File: src/rtl/pipe_issue.sv
// In-order issue stage: instruction FIFO, operand decode and a WB_LAT-deep busy-register scoreboard.
// One edge from FIFO write to registered issue; hold or hazard keeps the head queued, writes drop when full.

module pipe_issue_fifo #(
  parameter int W     = 24,
  parameter int DEPTH = 4
) (
  input  logic                   clk,
  input  logic                   rst_n,
  input  logic                   wr_vld,
  input  logic [W-1:0]           wr_dat,
  output logic                   wr_rdy,
  output logic                   rd_vld,
  output logic [W-1:0]           rd_dat,
  input  logic                   rd_rdy,
  output logic [$clog2(DEPTH):0] count
);
  localparam int AW = $clog2(DEPTH);
  localparam logic [AW:0] FULL = (AW+1)'(DEPTH);

  logic [W-1:0]  mem [DEPTH];
  logic [AW-1:0] wr_ptr;
  logic [AW-1:0] rd_ptr;
  logic          push;
  logic          pop;

  assign rd_vld = (count != '0);
  assign rd_dat = mem[rd_ptr];
  assign pop    = rd_vld && rd_rdy;
  // A full FIFO still accepts a word when the head leaves in the same cycle.
  assign wr_rdy = (count < FULL) || pop;
  assign push   = wr_vld && wr_rdy;

  always_ff @(posedge clk) begin
    if (push) mem[wr_ptr] <= wr_dat;
  end

  always_ff @(posedge clk or negedge rst_n) begin
    if (!rst_n) begin
      wr_ptr <= '0;
      rd_ptr <= '0;
      count  <= '0;
    end else begin
      if (push) wr_ptr <= wr_ptr + AW'(1);
      if (pop)  rd_ptr <= rd_ptr + AW'(1);
      case ({push, pop})
        2'b10:   count <= count + (AW+1)'(1);
        2'b01:   count <= count - (AW+1)'(1);
        default: count <= count;
      endcase
    end
  end
endmodule

module pipe_issue #(
  parameter int DEPTH  = 4,
  parameter int WB_LAT = 3
) (
  input  logic                   clk1,
  input  logic                   rst_n,
  input  logic                   in_valid,
  input  logic [23:0]            in_instr,
  output logic                   in_ready,
  input  logic                   iss_hold,
  output logic                   iss_valid,
  output logic [3:0]             rs1,
  output logic [3:0]             rs2,
  output logic [3:0]             rd,
  output logic [3:0]             func,
  output logic [7:0]             addr,
  output logic                   stall,
  output logic [7:0]             illegal_cnt,
  output logic [$clog2(DEPTH):0] fifo_count
);
  typedef struct packed {
    logic [3:0] func;
    logic [3:0] rd;
    logic [3:0] rs1;
    logic [3:0] rs2;
    logic [7:0] addr;
  } instr_t;

  instr_t            head;
  logic [23:0]       head_dat;
  logic              head_vld;
  logic              illegal;
  logic              uses_rs1;
  logic              uses_rs2;
  logic              hazard;
  logic              issue;
  logic              drop;
  logic [WB_LAT-1:0] sb_vld;
  logic [3:0]        sb_rd [WB_LAT];

  pipe_issue_fifo #(.W(24), .DEPTH(DEPTH)) u_fifo (
    .clk    (clk1),
    .rst_n  (rst_n),
    .wr_vld (in_valid),
    .wr_dat (in_instr),
    .wr_rdy (in_ready),
    .rd_vld (head_vld),
    .rd_dat (head_dat),
    .rd_rdy (issue || drop),
    .count  (fifo_count)
  );

  assign head    = instr_t'(head_dat);
  assign illegal = (head.func > 4'd11);

  always_comb begin
    uses_rs1 = 1'b1;
    uses_rs2 = 1'b1;
    case (head.func)
      4'd3, 4'd8, 4'd10, 4'd11: uses_rs2 = 1'b0;
      4'd4, 4'd9:               uses_rs1 = 1'b0;
      default: ;
    endcase
  end

  always_comb begin
    hazard = 1'b0;
    for (int i = 0; i < WB_LAT; i++) begin
      if (sb_vld[i] && ((uses_rs1 && sb_rd[i] == head.rs1) ||
                        (uses_rs2 && sb_rd[i] == head.rs2)))
        hazard = 1'b1;
    end
  end

  // Illegal heads are discarded even under hold so they never block the queue.
  assign issue = head_vld && !illegal && !hazard && !iss_hold;
  assign drop  = head_vld && illegal;

  always_ff @(posedge clk1 or negedge rst_n) begin
    if (!rst_n) begin
      sb_vld <= '0;
      for (int i = 0; i < WB_LAT; i++) sb_rd[i] <= '0;
    end else begin
      sb_vld[0] <= issue;
      sb_rd[0]  <= head.rd;
      for (int i = 1; i < WB_LAT; i++) begin
        sb_vld[i] <= sb_vld[i-1];
        sb_rd[i]  <= sb_rd[i-1];
      end
    end
  end

  always_ff @(posedge clk1 or negedge rst_n) begin
    if (!rst_n) begin
      iss_valid   <= 1'b0;
      stall       <= 1'b0;
      illegal_cnt <= '0;
      rs1         <= '0;
      rs2         <= '0;
      rd          <= '0;
      func        <= '0;
      addr        <= '0;
    end else begin
      iss_valid <= issue;
      stall     <= head_vld && !illegal && hazard;
      if (drop && illegal_cnt != 8'hFF) illegal_cnt <= illegal_cnt + 8'd1;
      if (issue) begin
        rs1  <= head.rs1;
        rs2  <= head.rs2;
        rd   <= head.rd;
        func <= head.func;
        addr <= head.addr;
      end
    end
  end
endmodule

File: config.mk
export PLATFORM = sky130hd
export DESIGN_NAME = pipe_issue
export DESIGN_NICKNAME = d
export VERILOG_FILES = /design/src/rtl/pipe_issue.sv
export SDC_FILE = /design/constraint.sdc
export NUM_CORES = 1
export LEC_CHECK = 0
export ABC_AREA = 1
export BUFFER_PORTS_ARGS = -buffer_cell sky130_fd_sc_hd__buf_4
export CELL_PAD_IN_SITES_DETAIL_PLACEMENT = 1
export CELL_PAD_IN_SITES_GLOBAL_PLACEMENT = 2
export CORE_MARGIN = 2
export CORE_UTILIZATION = 40
export DETAILED_ROUTE_END_ITERATION = 6
export GPL_ROUTABILITY_DRIVEN = 0
export GPL_TIMING_DRIVEN = 0
export PLACE_DENSITY = 0.86
export SLEW_MARGIN = 0
export SYNTH_ARGS = -nofsm -noshare
export SYNTH_HDL_FRONTEND = slang
export SYNTH_SLANG_ARGS = --single-unit
File: constraint.sdc
create_clock -name clk1 -period 6.56 [get_ports clk1]
set_input_delay 1.64 -clock clk1 [delete_from_list [all_inputs] [get_ports clk1]]
set_output_delay 1.64 -clock clk1 [all_outputs]
set_load 0.05 [all_outputs]
==> results.json <==
{
  "number_of_hold_repair_buffers_added_at_the_cts_stage": 0,
  "path_class": "flop to output port",
  "routed-via-count": 4320,
  "numClockSinks": 151,
  "finalSetupTns_ns": 0,
  "stdcell_count": 864,
  "critical_path.startpoint_type": "flop",
  "syn-instance-count": 556,
  "boundaryPins": 66,
  "grt.overflow.total": 0,
  "cts_buffer_depth": 2,
  "maxCapViolations": 0,
  "design.core.area_um2": 15300,
  "layout.cells.most_common_list": "181 x nand2_1, 96 x edfxtp_1, 69 x buf_4",
  "mostFrequentLayoutCell": "nand2_1",
  "antenna_violating_nets_post_route": 0,
  "r2r.worst_path.cells": 21,
  "post_route_cells_drive_above_1_share_pct": 20.1,
  "end_kind": "output port",
  "netlist_top_cells_area": "edfxtp_1 46%, dfrtp_1 22%, nand2_1 11%",
  "track_usage_pct": 20.3,
  "h-tree-depth": 4,
  "min_path_type": "flop to flop",
  "clock_insertion_delay_worst_skew_ns": 0.43,
  "terminus_of_the_critical_flop_to_flop_path": "u_fifo.count[2]$_DFFE_PN0P_",
  "crit_path_end": "in_ready",
  "dp.final_hpwl_um": 10500,
  "startpoint": "u_fifo.rd_ptr[0]$_DFFE_PN0P_",
  "cts_post_setup_buffers_inserted": 0,
  "area_growth_pct": 22.4,
  "floorplan.initialDensity_pct": 41.0,
  "rows": 45,
  "post-place-cells": 832,
  "slew_headroom_pct": 42.1,
  "first_iter_violations": 199,
  "max_clock_freq_mhz": 229,
  "syn_nets": 591,
  "post-route-min-period_ns": 4.36,
  "die_height_um": 129,
  "r2r_setup_slack_ns": 3.00,
  "cts_tree": "yes",
  "dpl_cell_area_um2": 7040,
  "power_leakage_nw": 3.25,
  "post-route-cell-area_um2": 7650,
  "timing.final.crit_share_pct": 66.5,
  "drt-vias-per-instance": 5.00,
  "critPathMaxFanout": 10,
  "synth-edff-count": 96,
  "outcome": "finished clean",
  "synth_seq_cells": 151,
  "synthDistinctLibCells": 31,
  "detail_route.drc_violations": 0,
  "synthesis.area_um2": 6250,
  "ir_drop_mv": 0.259,
  "synth_warnings": 0,
  "routed_wl_um": 15500,
  "synth_area_leader_cell": "edfxtp_1",
  "worst_r2r_startpoint": "u_fifo.rd_ptr[0]$_DFFE_PN0P_",
  "antenna-diode-count": 0,
  "final.hold.worst_slack_ns": 0.385,
  "timing.critical_path.arrival_ns": 2.72,
  "grt_pass1_wl_um": 24900,
  "cts_repair_resize_count": 0,
  "grt_pass1_vias": 4614,
  "grt_setup_unrepaired": "false",
  "wire_per_inst_um": 17.9,
  "worst_setup_hold_path_clk_slew_ns": 0.07,
  "detail_route.first_pass.iterations": 4,
  "final_nets": 675,
  "portBuffers": 65,
  "cts_root_buf": "clkbuf_16",
  "floorplan.die.width_um": 129,
  "postSynth.topFlopCell": "edfxtp_1",
  "setup_viol": 0,
  "post_synthesis_sequential_area_ratio_pct": 68.1,
  "cts_inserted_buffers": 17,
  "grt_start_max_net_pins": 56,
  "cellPowerDensity_nw_per_um2": 590,
  "timing.critical_path.required_ns": 4.92,
  "synth_area_per_cell_um2": 11.2,
  "die_area_um2": 16700,
  "synth_top_area_share_pct": 46.1,
  "post_synth_arst_share_pct": 36.4,
  "finalClockSkew_ns": 0.0131,
  "grt_antenna_before_repair": 0,
  "finalMaxSlewViolations": 0,
  "timing.final.hold_violations": 0,
  "tightest_slew_ns": 0.866
}
-- power by group --
part           total (mW)  internal [mW]  leakage (nW)  switching (mW)
logic                2.01          0.609          1.40            1.40
clock network        1.02          0.608         0.296           0.416
registers            1.48           1.32          1.55           0.164
-- worst min path at each step --
stage,startpoint,endpoint,slack [ns],cells after the start
2_1_floorplan,sb_vld[1]$_DFF_PN0_,sb_vld[2]$_DFF_PN0_,0.35,0
3_3_place_gp,sb_vld[1]$_DFF_PN0_,sb_vld[2]$_DFF_PN0_,0.37,0
3_5_place_dp,sb_vld[1]$_DFF_PN0_,sb_vld[2]$_DFF_PN0_,0.38,0
4_1_cts,sb_vld[1]$_DFF_PN0_,sb_vld[2]$_DFF_PN0_,0.39,0
5_1_grt,sb_vld[1]$_DFF_PN0_,sb_vld[2]$_DFF_PN0_,0.39,0
6_report,sb_vld[1]$_DFF_PN0_,sb_vld[2]$_DFF_PN0_,0.38,0
-- final cells by class --
| type | count | area, um2 |
|---|---|---|
| clock inverter | 15 | 191 |
| tap | 211 | 264 |
| timing repair buffer | 65 | 488 |
| buffer | 21 | 155 |
| clock buffer | 17 | 425 |
| sequential | 151 | 4260 |
| multi-input combinational | 356 | 1760 |
| fill | 1625 | 7600 |
| inverter | 28 | 108 |
-- logic make-up (layout without fill, tap and decap cells) --
kind of cell | after synthesis | count (layout) | share of synthesized area, %
buf+inv | 49 | 146 | 4.20
compound gates | 56 | 56 | 5.38
flops | 151 | 151 | 68.1
xor+xnor | 14 | 14 | 1.96
simple gates | 279 | 279 | 18.8
fa+ha+maj | 7 | 7 | 1.52
-- registers in the layout, summed over array words and instances, names as in the netlist --
name,flops
sb_rd,12
addr,8
rd,4
illegal_cnt,8
u_fifo.rd_ptr,2
stall,1
u_fifo.mem,96
sb_vld,3
u_fifo.count,3
func,4
u_fifo.wr_ptr,2
rs2,4
rs1,4
-- cell usage after synthesis, types with 6 or more instances --
library cell	count
a21oi_1	11
a32o_1	8
buf_6	6
dfrtp_1	55
edfxtp_1	96
ha_1	6
inv_1	26
nand2_1	181
nand2_2	7
nand3_1	55
nor2_1	28
o21ai_0	18
o21ai_1	13
xor2_1	10
-- per-layer routing --
metal	share of wire [%]	wire (um)	vias to the layer above	GRT usage, %
met5	0	0	-	0
met4	2.0	310	0	7.99
met3	4.3	668	22	4.05
met2	48	7480	102	33.4
met1	45	7040	2138	26.6
li1	-	-	2058	-
-- metrics by stage --
stage          total power [mW]  setup slack, ns  utilization, %
2_1_floorplan              2.85             2.57               -
3_3_place_gp               3.43             1.83            45.9
3_5_place_dp               3.52             2.45            46.1
4_1_cts                    4.57             2.18            50.2
5_1_grt                    4.83             1.97            50.2
6_report                   4.52             2.20            50.2
-- worst max-delay path, stage by stage, from the launching register on --
cell	delay (ns)
dfrtp_1	0.38
buf_6	0.15
inv_4	0.07
buf_6	0.13
nand2_1	0.06
nand3_1	0.15
nand2_1	0.17
nand2_1	0.10
nand2_1	0.06
a21oi_1	0.23
nand3_1	0.10
nand2_1	0.08
nand2_1	0.07
nand4_2	0.09
nand3_1	0.18
buf_4	0.25
Note: power is estimated with default switching activity, not from simulation.
